--- config.mk ---
export PLATFORM = sky130hd
export DESIGN_NAME = core_seq
export DESIGN_NICKNAME = d
export VERILOG_FILES = /design/src/rtl/core_seq.sv
export SDC_FILE = /design/constraint.sdc
export NUM_CORES = 1
export LEC_CHECK = 0
export CORE_MARGIN = 2
export CORE_UTILIZATION = 44
export DETAILED_ROUTE_END_ITERATION = 8
export GPL_TIMING_DRIVEN = 0
export PLACE_DENSITY = 0.75
export SYNTH_ARGS = -nofsm -noshare
export SYNTH_HDL_FRONTEND = slang
export SYNTH_SLANG_ARGS = --single-unit
--- constraint.sdc ---
create_clock -name clk -period 1.9 [get_ports clk]
set_clock_uncertainty 0.15 [all_clocks]
set_input_delay 0.19 -clock clk [delete_from_list [all_inputs] [get_ports clk]]
set_output_delay 0.19 -clock clk [all_outputs]
set_load 0.05 [all_outputs]
--- src/rtl/core_seq.sv ---
// Convolution-core sequencer: streams one feature map through the core in raster
// order and writes the valid conv/pool results to consecutive output addresses.
module core_seq #(
    parameter int IMG_W    = 26,
    parameter int IMG_H    = 26,
    parameter int CONV_DLY = 1,
    parameter int POOL_DLY = 2,
    parameter int AW       = 10
) (
    input  logic          clk,
    input  logic          rst_n,
    input  logic          start,
    input  logic [1:0]    layer_in,
    output logic          busy,
    output logic          done,
    output logic          err,
    output logic [1:0]    core_layer,
    output logic [AW-1:0] in_addr,
    output logic          in_ren,
    output logic [1:0]    w_addr,
    input  logic [20:0]   core_o,
    output logic          out_we,
    output logic [AW-1:0] out_addr,
    output logic [20:0]   out_wdata
);

    localparam int NPIX = IMG_W * IMG_H;
    localparam int MAXD = (CONV_DLY > POOL_DLY) ? CONV_DLY : POOL_DLY;
    localparam int XW   = $clog2(IMG_W) + 1;
    localparam int YW   = $clog2(IMG_H) + 1;
    localparam int DCW  = $clog2(MAXD + 2) + 1;

    localparam logic [1:0] L_CONV    = 2'd2;
    localparam logic [1:0] L_ILLEGAL = 2'd3;

    typedef enum logic [1:0] {
        S_IDLE,
        S_STREAM,
        S_DRAIN,
        S_DONE
    } state_t;

    state_t          state_q, state_d;
    logic [1:0]      layer_q, layer_d;
    logic [XW-1:0]   x_q, x_d;
    logic [YW-1:0]   y_q, y_d;
    logic [AW-1:0]   pix_q, pix_d;
    logic            ren_q, ren_d;
    logic [DCW-1:0]  drain_q, drain_d;
    logic [MAXD:0]   tag_q, tag_d;
    logic            busy_q, busy_d;
    logic            done_q, done_d;
    logic            err_q, err_d;
    logic            we_q, we_d;
    logic [AW-1:0]   waddr_q, waddr_d;
    logic [20:0]     wdata_q, wdata_d;

    logic            tag_in;
    logic            tap;
    logic [DCW-1:0]  dly;

    always_comb begin
        state_d = state_q;
        layer_d = layer_q;
        x_d     = x_q;
        y_d     = y_q;
        pix_d   = pix_q;
        ren_d   = 1'b0;
        drain_d = drain_q;
        err_d   = 1'b0;

        // A pool window completes on its bottom-right pixel: both window-relative
        // coordinates odd, which for a 2-pixel border means x and y odd.
        tag_in = (state_q == S_STREAM) && (x_q >= XW'(2)) && (y_q >= YW'(2)) &&
                 ((layer_q == L_CONV) || (x_q[0] && y_q[0]));
        tag_d  = {tag_q[MAXD-1:0], tag_in};
        tap    = (layer_q == L_CONV) ? tag_q[CONV_DLY] : tag_q[POOL_DLY];
        dly    = (layer_q == L_CONV) ? DCW'(CONV_DLY) : DCW'(POOL_DLY);

        we_d    = tap;
        wdata_d = tap ? core_o : wdata_q;
        waddr_d = we_q ? waddr_q + AW'(1) : waddr_q;

        case (state_q)
            S_IDLE: begin
                if (start && (layer_in == L_ILLEGAL)) begin
                    err_d = 1'b1;
                end else if (start) begin
                    state_d = S_STREAM;
                    layer_d = layer_in;
                    x_d     = '0;
                    y_d     = '0;
                    pix_d   = '0;
                    ren_d   = 1'b1;
                    waddr_d = '0;
                end
            end
            S_STREAM: begin
                if (pix_q == AW'(NPIX - 1)) begin
                    state_d = S_DRAIN;
                    drain_d = '0;
                end else begin
                    ren_d = 1'b1;
                    pix_d = pix_q + AW'(1);
                    if (x_q == XW'(IMG_W - 1)) begin
                        x_d = '0;
                        y_d = y_q + YW'(1);
                    end else begin
                        x_d = x_q + XW'(1);
                    end
                end
            end
            S_DRAIN: begin
                // Covers the SRAM read cycle, the core delay and the output register.
                drain_d = drain_q + DCW'(1);
                if (drain_q == dly + DCW'(1)) begin
                    state_d = S_DONE;
                end
            end
            default: begin
                state_d = S_IDLE;
            end
        endcase

        busy_d = (state_d != S_IDLE);
        done_d = (state_d == S_DONE);
    end

    always_ff @(posedge clk or negedge rst_n) begin
        if (!rst_n) begin
            state_q <= S_IDLE;
            layer_q <= '0;
            x_q     <= '0;
            y_q     <= '0;
            pix_q   <= '0;
            ren_q   <= 1'b0;
            drain_q <= '0;
            tag_q   <= '0;
            busy_q  <= 1'b0;
            done_q  <= 1'b0;
            err_q   <= 1'b0;
            we_q    <= 1'b0;
            waddr_q <= '0;
            wdata_q <= '0;
        end else begin
            state_q <= state_d;
            layer_q <= layer_d;
            x_q     <= x_d;
            y_q     <= y_d;
            pix_q   <= pix_d;
            ren_q   <= ren_d;
            drain_q <= drain_d;
            tag_q   <= tag_d;
            busy_q  <= busy_d;
            done_q  <= done_d;
            err_q   <= err_d;
            we_q    <= we_d;
            waddr_q <= waddr_d;
            wdata_q <= wdata_d;
        end
    end

    assign busy       = busy_q;
    assign done       = done_q;
    assign err        = err_q;
    assign core_layer = layer_q;
    assign w_addr     = layer_q;
    assign in_addr    = pix_q;
    assign in_ren     = ren_q;
    assign out_we     = we_q;
    assign out_addr   = waddr_q;
    assign out_wdata  = wdata_q;

endmodule

* Word-level counts from Yosys, hierarchy flattened
Index checks and enable logic that the tools add are counted.
** Operators by class
- $add $sub $neg :: 6
- $lt $le $gt $ge :: 2
- Equality and inequality tests :: 13
- Multiplexer cells :: 31
- Bitwise operators :: 1
- Reductions and logical operators :: 14
** Operators with widths (count)
- 10-bit 2-to-1 mux :: 7
- 6-bit 2-to-1 mux :: 6
- 6-bit one-hot mux with 2 select lines :: 2
- 10-bit by 1-bit adder with 10-bit output (second input constant) :: 2
- 10-bit one-hot mux with 2 select lines :: 1
- 6-bit by 1-bit adder with 6-bit output (second input constant) :: 2
- 6-bit by 2-bit >= comparator with 1-bit output (second input constant) :: 2
- 10-bit equality test (second input constant) :: 1
- 2-bit 2-to-1 mux :: 5
- 2-bit equality test (second input constant) :: 4
- 6-bit by 5-bit equality test with 1-bit output (second input constant) :: 1
- 1-bit 2-to-1 mux :: 6
- 2-bit != test (second input constant) :: 3
- 2-bit one-hot mux with 3 select lines :: 1
- 3-bit one-hot mux with 2 select lines :: 1
- 2-bit nonzero test :: 3
- 1-bit logical AND :: 5
- 5-bit AND reduction :: 1
- 2-bit by 1-bit != test with 1-bit output (second input constant) :: 2
- 4-bit AND reduction :: 1
- 2-bit by 1-bit adder with 3-bit output (second input constant) :: 1
- 3-bit by 1-bit adder with 3-bit output (second input constant) :: 1
- 3-bit equality test :: 1
- 3-bit 2-to-1 mux :: 1
- 7 further kinds :: 7
** Word-level totals
- Flip-flop bits (word level) :: 68
- Input port bits :: 26

* Depth between registers and ports, before layout
- Word-level depth :: 7
- Depth in mapped cells :: 6
- Mapped depth without buffers :: 6

* Worst setup path after synthesis
Ideal clock, no wire load.
- Path kind :: flip-flop to flip-flop
- Start point :: register pix_q[0] (netlist: in_addr[0])
- End point :: register busy_q (netlist: busy)
- Setup time :: 0.131 ns
- Arrival time :: 1.926 ns
- Required time :: 1.619 ns
- Path slack :: -0.307 ns
- Stages on the path, launching flop included :: 7
- Buffers on the path :: 0
- Cell sequence :: dfrtp_1 ha_1 nor4b_2 a31oi_1 nor2_2 inv_1 or3_1
** On the way
- Word-level cells in the longest chain between the ends :: 4
** Ends and longest elaborated chain
- from (decl) :: line 47 : logic [AW-1:0] pix_q, pix_d;
- from (signal assigned) :: line 150 : pix_q <= pix_d;
- 10-bit equality test :: line 99 : if (pix_q == AW'(NPIX - 1)) begin
- 2-bit 2-to-1 mux :: line 99
- 2-bit one-hot mux with 3 select lines :: line 84 : case (state_q)
- 2-bit nonzero test :: line 125 : busy_d = (state_d != S_IDLE);
- via busy_d :: line 51 : logic busy_q, busy_d;
- to (signal assigned) :: line 154 : busy_q <= busy_d;
- to (decl) :: line 51
The timed path passes the listed nets, and every way through them passes these cells.
A chain may end at the register's enable or synchronous reset.

* Final worst setup path
Same ends and word-level chain as after synthesis.

==> flow_metrics.tcl <==
set metrics [dict create \
    die-width_um 88.15 \
    num_ports 76 \
    cts-root-buf "sky130_fd_sc_hd__clkbuf_8" \
    detail_route.vias_per_cell 5.129 \
    drv_slew 0 \
    critical_path.startpoint_type "flip-flop" \
    synth-edff-count 0 \
    n_antenna_cell 0 \
    floorplan.initialDensity_pct 45.60 \
    total_leakage_power_uw 0.001989 \
    power.switching_fraction_pct 44.43 \
    yosys_warnings 0 \
    avgSynthCellArea_um2 11.37 \
    grt_start_max_net_pins 69 \
    synthesis_to_layout_area_growth_pct 42.01 \
    worstHoldStart "tag_q[0]" \
    grt_setup_unrepaired "yes" \
    power.clock.fraction_pct 19.0 \
    dpl_wire_length_um 4743 \
    sequentialPowerShare_pct 32.1 \
    first_pass_iters 4 \
    whs_path_depth 0 \
    initial_antenna_violation_count 0 \
    place.gp.congestion 0.8137 \
    status "completed" \
    period_minus_ws_final_ns 1.879 \
    count_of_endpoints_failing_hold_in_the_final_timing_report 0 \
    critical_path_arrival_ns 1.96 \
    critical_path.max_fanout 5 \
    finalSetupViolations 0 \
    netlist.top_cell.by_area "sky130_fd_sc_hd__dfrtp_1" \
    wire_per_inst_um 14.96 \
    cell_with_the_most_instances_after_synthesis "sky130_fd_sc_hd__dfrtp_1" \
    finalWirelength_um 7061 \
    timing.hold.worst.class "flip-flop to flip-flop" \
    dpl_cell_area_mm2 0.004036 \
    p_total_uw 7772 \
    max_cap_violations 0 \
    vias 2421 \
    p_int_uw 4319 \
    timing.reg2reg.setup_slack_ns 0.02 \
    tritoncts_num_sinks 68 \
    netlist_top_cells_area "sky130_fd_sc_hd__dfrtp_1 55%, sky130_fd_sc_hd__mux2_2 7.6%, sky130_fd_sc_hd__ha_1 3.2%" \
    numCtsBuffers 9 \
    drtAntennaViolNets 0 \
    cellPowerDensity_mw_per_mm2 1757 \
    ys_types 49 \
    tritoncts "yes" \
    fin_nets 405 \
    mappedNetlistArea_mm2 0.003115 \
    die_area_mm2 0.007770 \
    drc_violation_count_after_routing 0 \
    vdd.ir_drop.worst_v 0.001142 \
    max_clock_freq_mhz 532.3 \
    wire_length_of_the_first_global_routing_pass_um 11120 \
    drive_gt1_share_pct 24.73 \
    r2r_end "busy" \
    layout_worst_path_cycle_share_pct 98.88 \
    first_global_vias 2264 \
    synth_async_sr_flop_share_pct 100.0 \
    die_h_um 88.15 \
    finalCoreUtilization_pct 64.76 \
    min_delay_worst_endpoint "tag_q[1]" \
    max_slew.worst_pin.slew_ns 0.8649 \
    timing.reg2reg.worst_path_depth 6 \
    ys_top_cells_by_count "68 x sky130_fd_sc_hd__dfrtp_1, 23 x sky130_fd_sc_hd__nor2_1, 21 x sky130_fd_sc_hd__mux2_2" \
    grt_overflow 0 \
    filler_cell_count 535 \
    synth-seq-area-share_pct 54.62 \
    final_area_mm2 0.004424 \
    worstPathRequired_ns 1.98 \
    share_comb_of_total_power_pct 48.9 \
    worst-setup-path-type "flip-flop to flip-flop" \
    place.port_buffers 75 \
    yosys_most_used_dff "sky130_fd_sc_hd__dfrtp_1" \
    headroom_to_the_max_slew_limit_pct 42.34 \
    syn_nets 308 \
    placeableCoreArea_mm2 0.006832 \
    first_iter_violations 126 \
    rows 30 \
    rr_startpoint "in_addr[0]" \
    clk_pin_slew_worst_paths_ns 0.08 \
    total_switching_power_uw 3453 \
    tot_gr_track_use_pct 18.82 \
    clk-insertion-delay-late_ns 0.35 \
    htree_num_levels 3 \
    yosys.area.top_type_share_pct 54.62 \
    cts_buffer_depth 2 \
    syn_inst 274 \
    timing.critical_path.to_type "flip-flop" \
    synth-seq-cells 68 \
]
==> sequential cells by signal, summed over array words and instances (netlist names), 2 cells and up <==
name,cells
x_q,6
core_layer,2
drain_q,3
in_addr,10
out_addr,10
state_q,2
tag_q,3
out_wdata,21
y_q,6
==> what timing repair did <==
| action | CTS | global route |
|---|---|---|
| resized for setup | 29 | 22 |
| cloned | 0 | 0 |
| endpoints found under the hold margin | 68 | 0 |
| hold buffers | 1 | 0 |
| setup endpoints to repair | 39 | 24 |
| buffers inserted | 1 | 9 |
| pin swaps | 1 | 5 |
==> per-stage QoR <==
step                      hold WS [ns]  setup slack (ns)  TNS (ns)  std cells
after floorplan                -0.2556          -0.03386  -0.06029        274
after CTS                       0.2107          0.006207         0        463
final                           0.2123           0.02124         0        472
after detailed placement        0.1934           -0.3124    -4.459        445
after global routing            0.2162          -0.02882   -0.1641        472
after global placement          0.1888            -2.033   -126.95        445
==> cell type report <==
type,instances,area (um2),share of cell area (%)
Buffer,10,77.57,1.753
Clock buffer,9,123.9,2.800
Clock inverter,7,123.9,2.800
Inverter,12,45.04,1.018
Multi-Input combinational cell,184,1410,31.87
Sequential cell,68,1715,38.77
Tap cell,96,120.1,2.715
Timing Repair Buffer,86,808.3,18.27
==> layout by cell type (no fill, tap or decap), types with 3 or more instances in the layout <==
master and count:
sky130_fd_sc_hd__nand4_1 8, sky130_fd_sc_hd__clkbuf_8 9, sky130_fd_sc_hd__a22o_1 4, sky130_fd_sc_hd__xnor2_1 7, sky130_fd_sc_hd__a21oi_1 7, sky130_fd_sc_hd__o22ai_1 4, sky130_fd_sc_hd__bufinv_16 3, sky130_fd_sc_hd__xor2_1 5
sky130_fd_sc_hd__inv_1 10, sky130_fd_sc_hd__clkdlybuf4s50_1 48, sky130_fd_sc_hd__nand2_1 14, sky130_fd_sc_hd__dlygate4sd2_1 24, sky130_fd_sc_hd__dfrtp_1 57, sky130_fd_sc_hd__nor2_1 22, sky130_fd_sc_hd__nor2b_1 5, sky130_fd_sc_hd__o21ai_0 8
sky130_fd_sc_hd__nor4_1 3, sky130_fd_sc_hd__nand3_1 11, sky130_fd_sc_hd__nor3_1 3, sky130_fd_sc_hd__and3_1 3, sky130_fd_sc_hd__ha_1 7, sky130_fd_sc_hd__buf_4 17, sky130_fd_sc_hd__or3_1 4, sky130_fd_sc_hd__dfrtp_2 11
sky130_fd_sc_hd__nand2b_1 6, sky130_fd_sc_hd__mux2i_1 7, sky130_fd_sc_hd__mux2_2 21
==> power by group through the flow <==
stage	clock network (uW)	logic, uW	registers, uW
final	1480	3800	2490
after global routing	1570	4020	2570
after CTS	1500	3670	2470
after detailed placement	0	3770	2500
after global placement	0	3710	2480
after floorplan	0	1210	3830
==> critical path, cell delays in order, from the launching register on <==
cell                      delay, ns
sky130_fd_sc_hd__dfrtp_2       0.43
sky130_fd_sc_hd__ha_4          0.15
sky130_fd_sc_hd__nor4b_4       0.26
sky130_fd_sc_hd__a31oi_2       0.18
sky130_fd_sc_hd__nor2_2        0.17
sky130_fd_sc_hd__inv_2         0.06
sky130_fd_sc_hd__or3_1         0.36
==> per-layer routing <==
layer  part of all wire (%)  global-route usage (%)  vias to the layer above  wire length, um
met5                      0                       0                        -                0
met4                    2.2                   8.678                        0              155
met3                    4.0                   3.959                       13              280
met2                     49                   29.41                       66             3463
met1                     45                   25.29                     1169             3161
li1                       -                       -                     1173                -
==> kinds of logic after synthesis <==
logic type / Yosys count / share of synthesized area [%]
XOR/XNOR: 12 / 3.373
AO/OA/AOI/OAI: 41 / 9.117
flip-flops: 68 / 54.62
adder cells (fa/ha/maj): 8 / 3.213
AND/OR/NAND/NOR: 94 / 16.11
multiplexers: 29 / 10.16
buffers and inverters: 22 / 3.413
==> how the worst max path moves through the flow <==
stage / depth (start not counted) / to / slack [ns] / startpoint
finish: 6 / busy / 0.02 / in_addr[0]
global route: 6 / y_q[2] / -0.03 / state_q[1]
CTS: 6 / busy / 0.006 / in_addr[1]
detailed placement: 6 / x_q[3] / -0.31 / start
global placement: 1 / in_addr[0] / -2.03 / rst_n
floorplan: 6 / busy / -0.03 / in_addr[1]
Note: power is estimated with default switching activity, not from simulation.
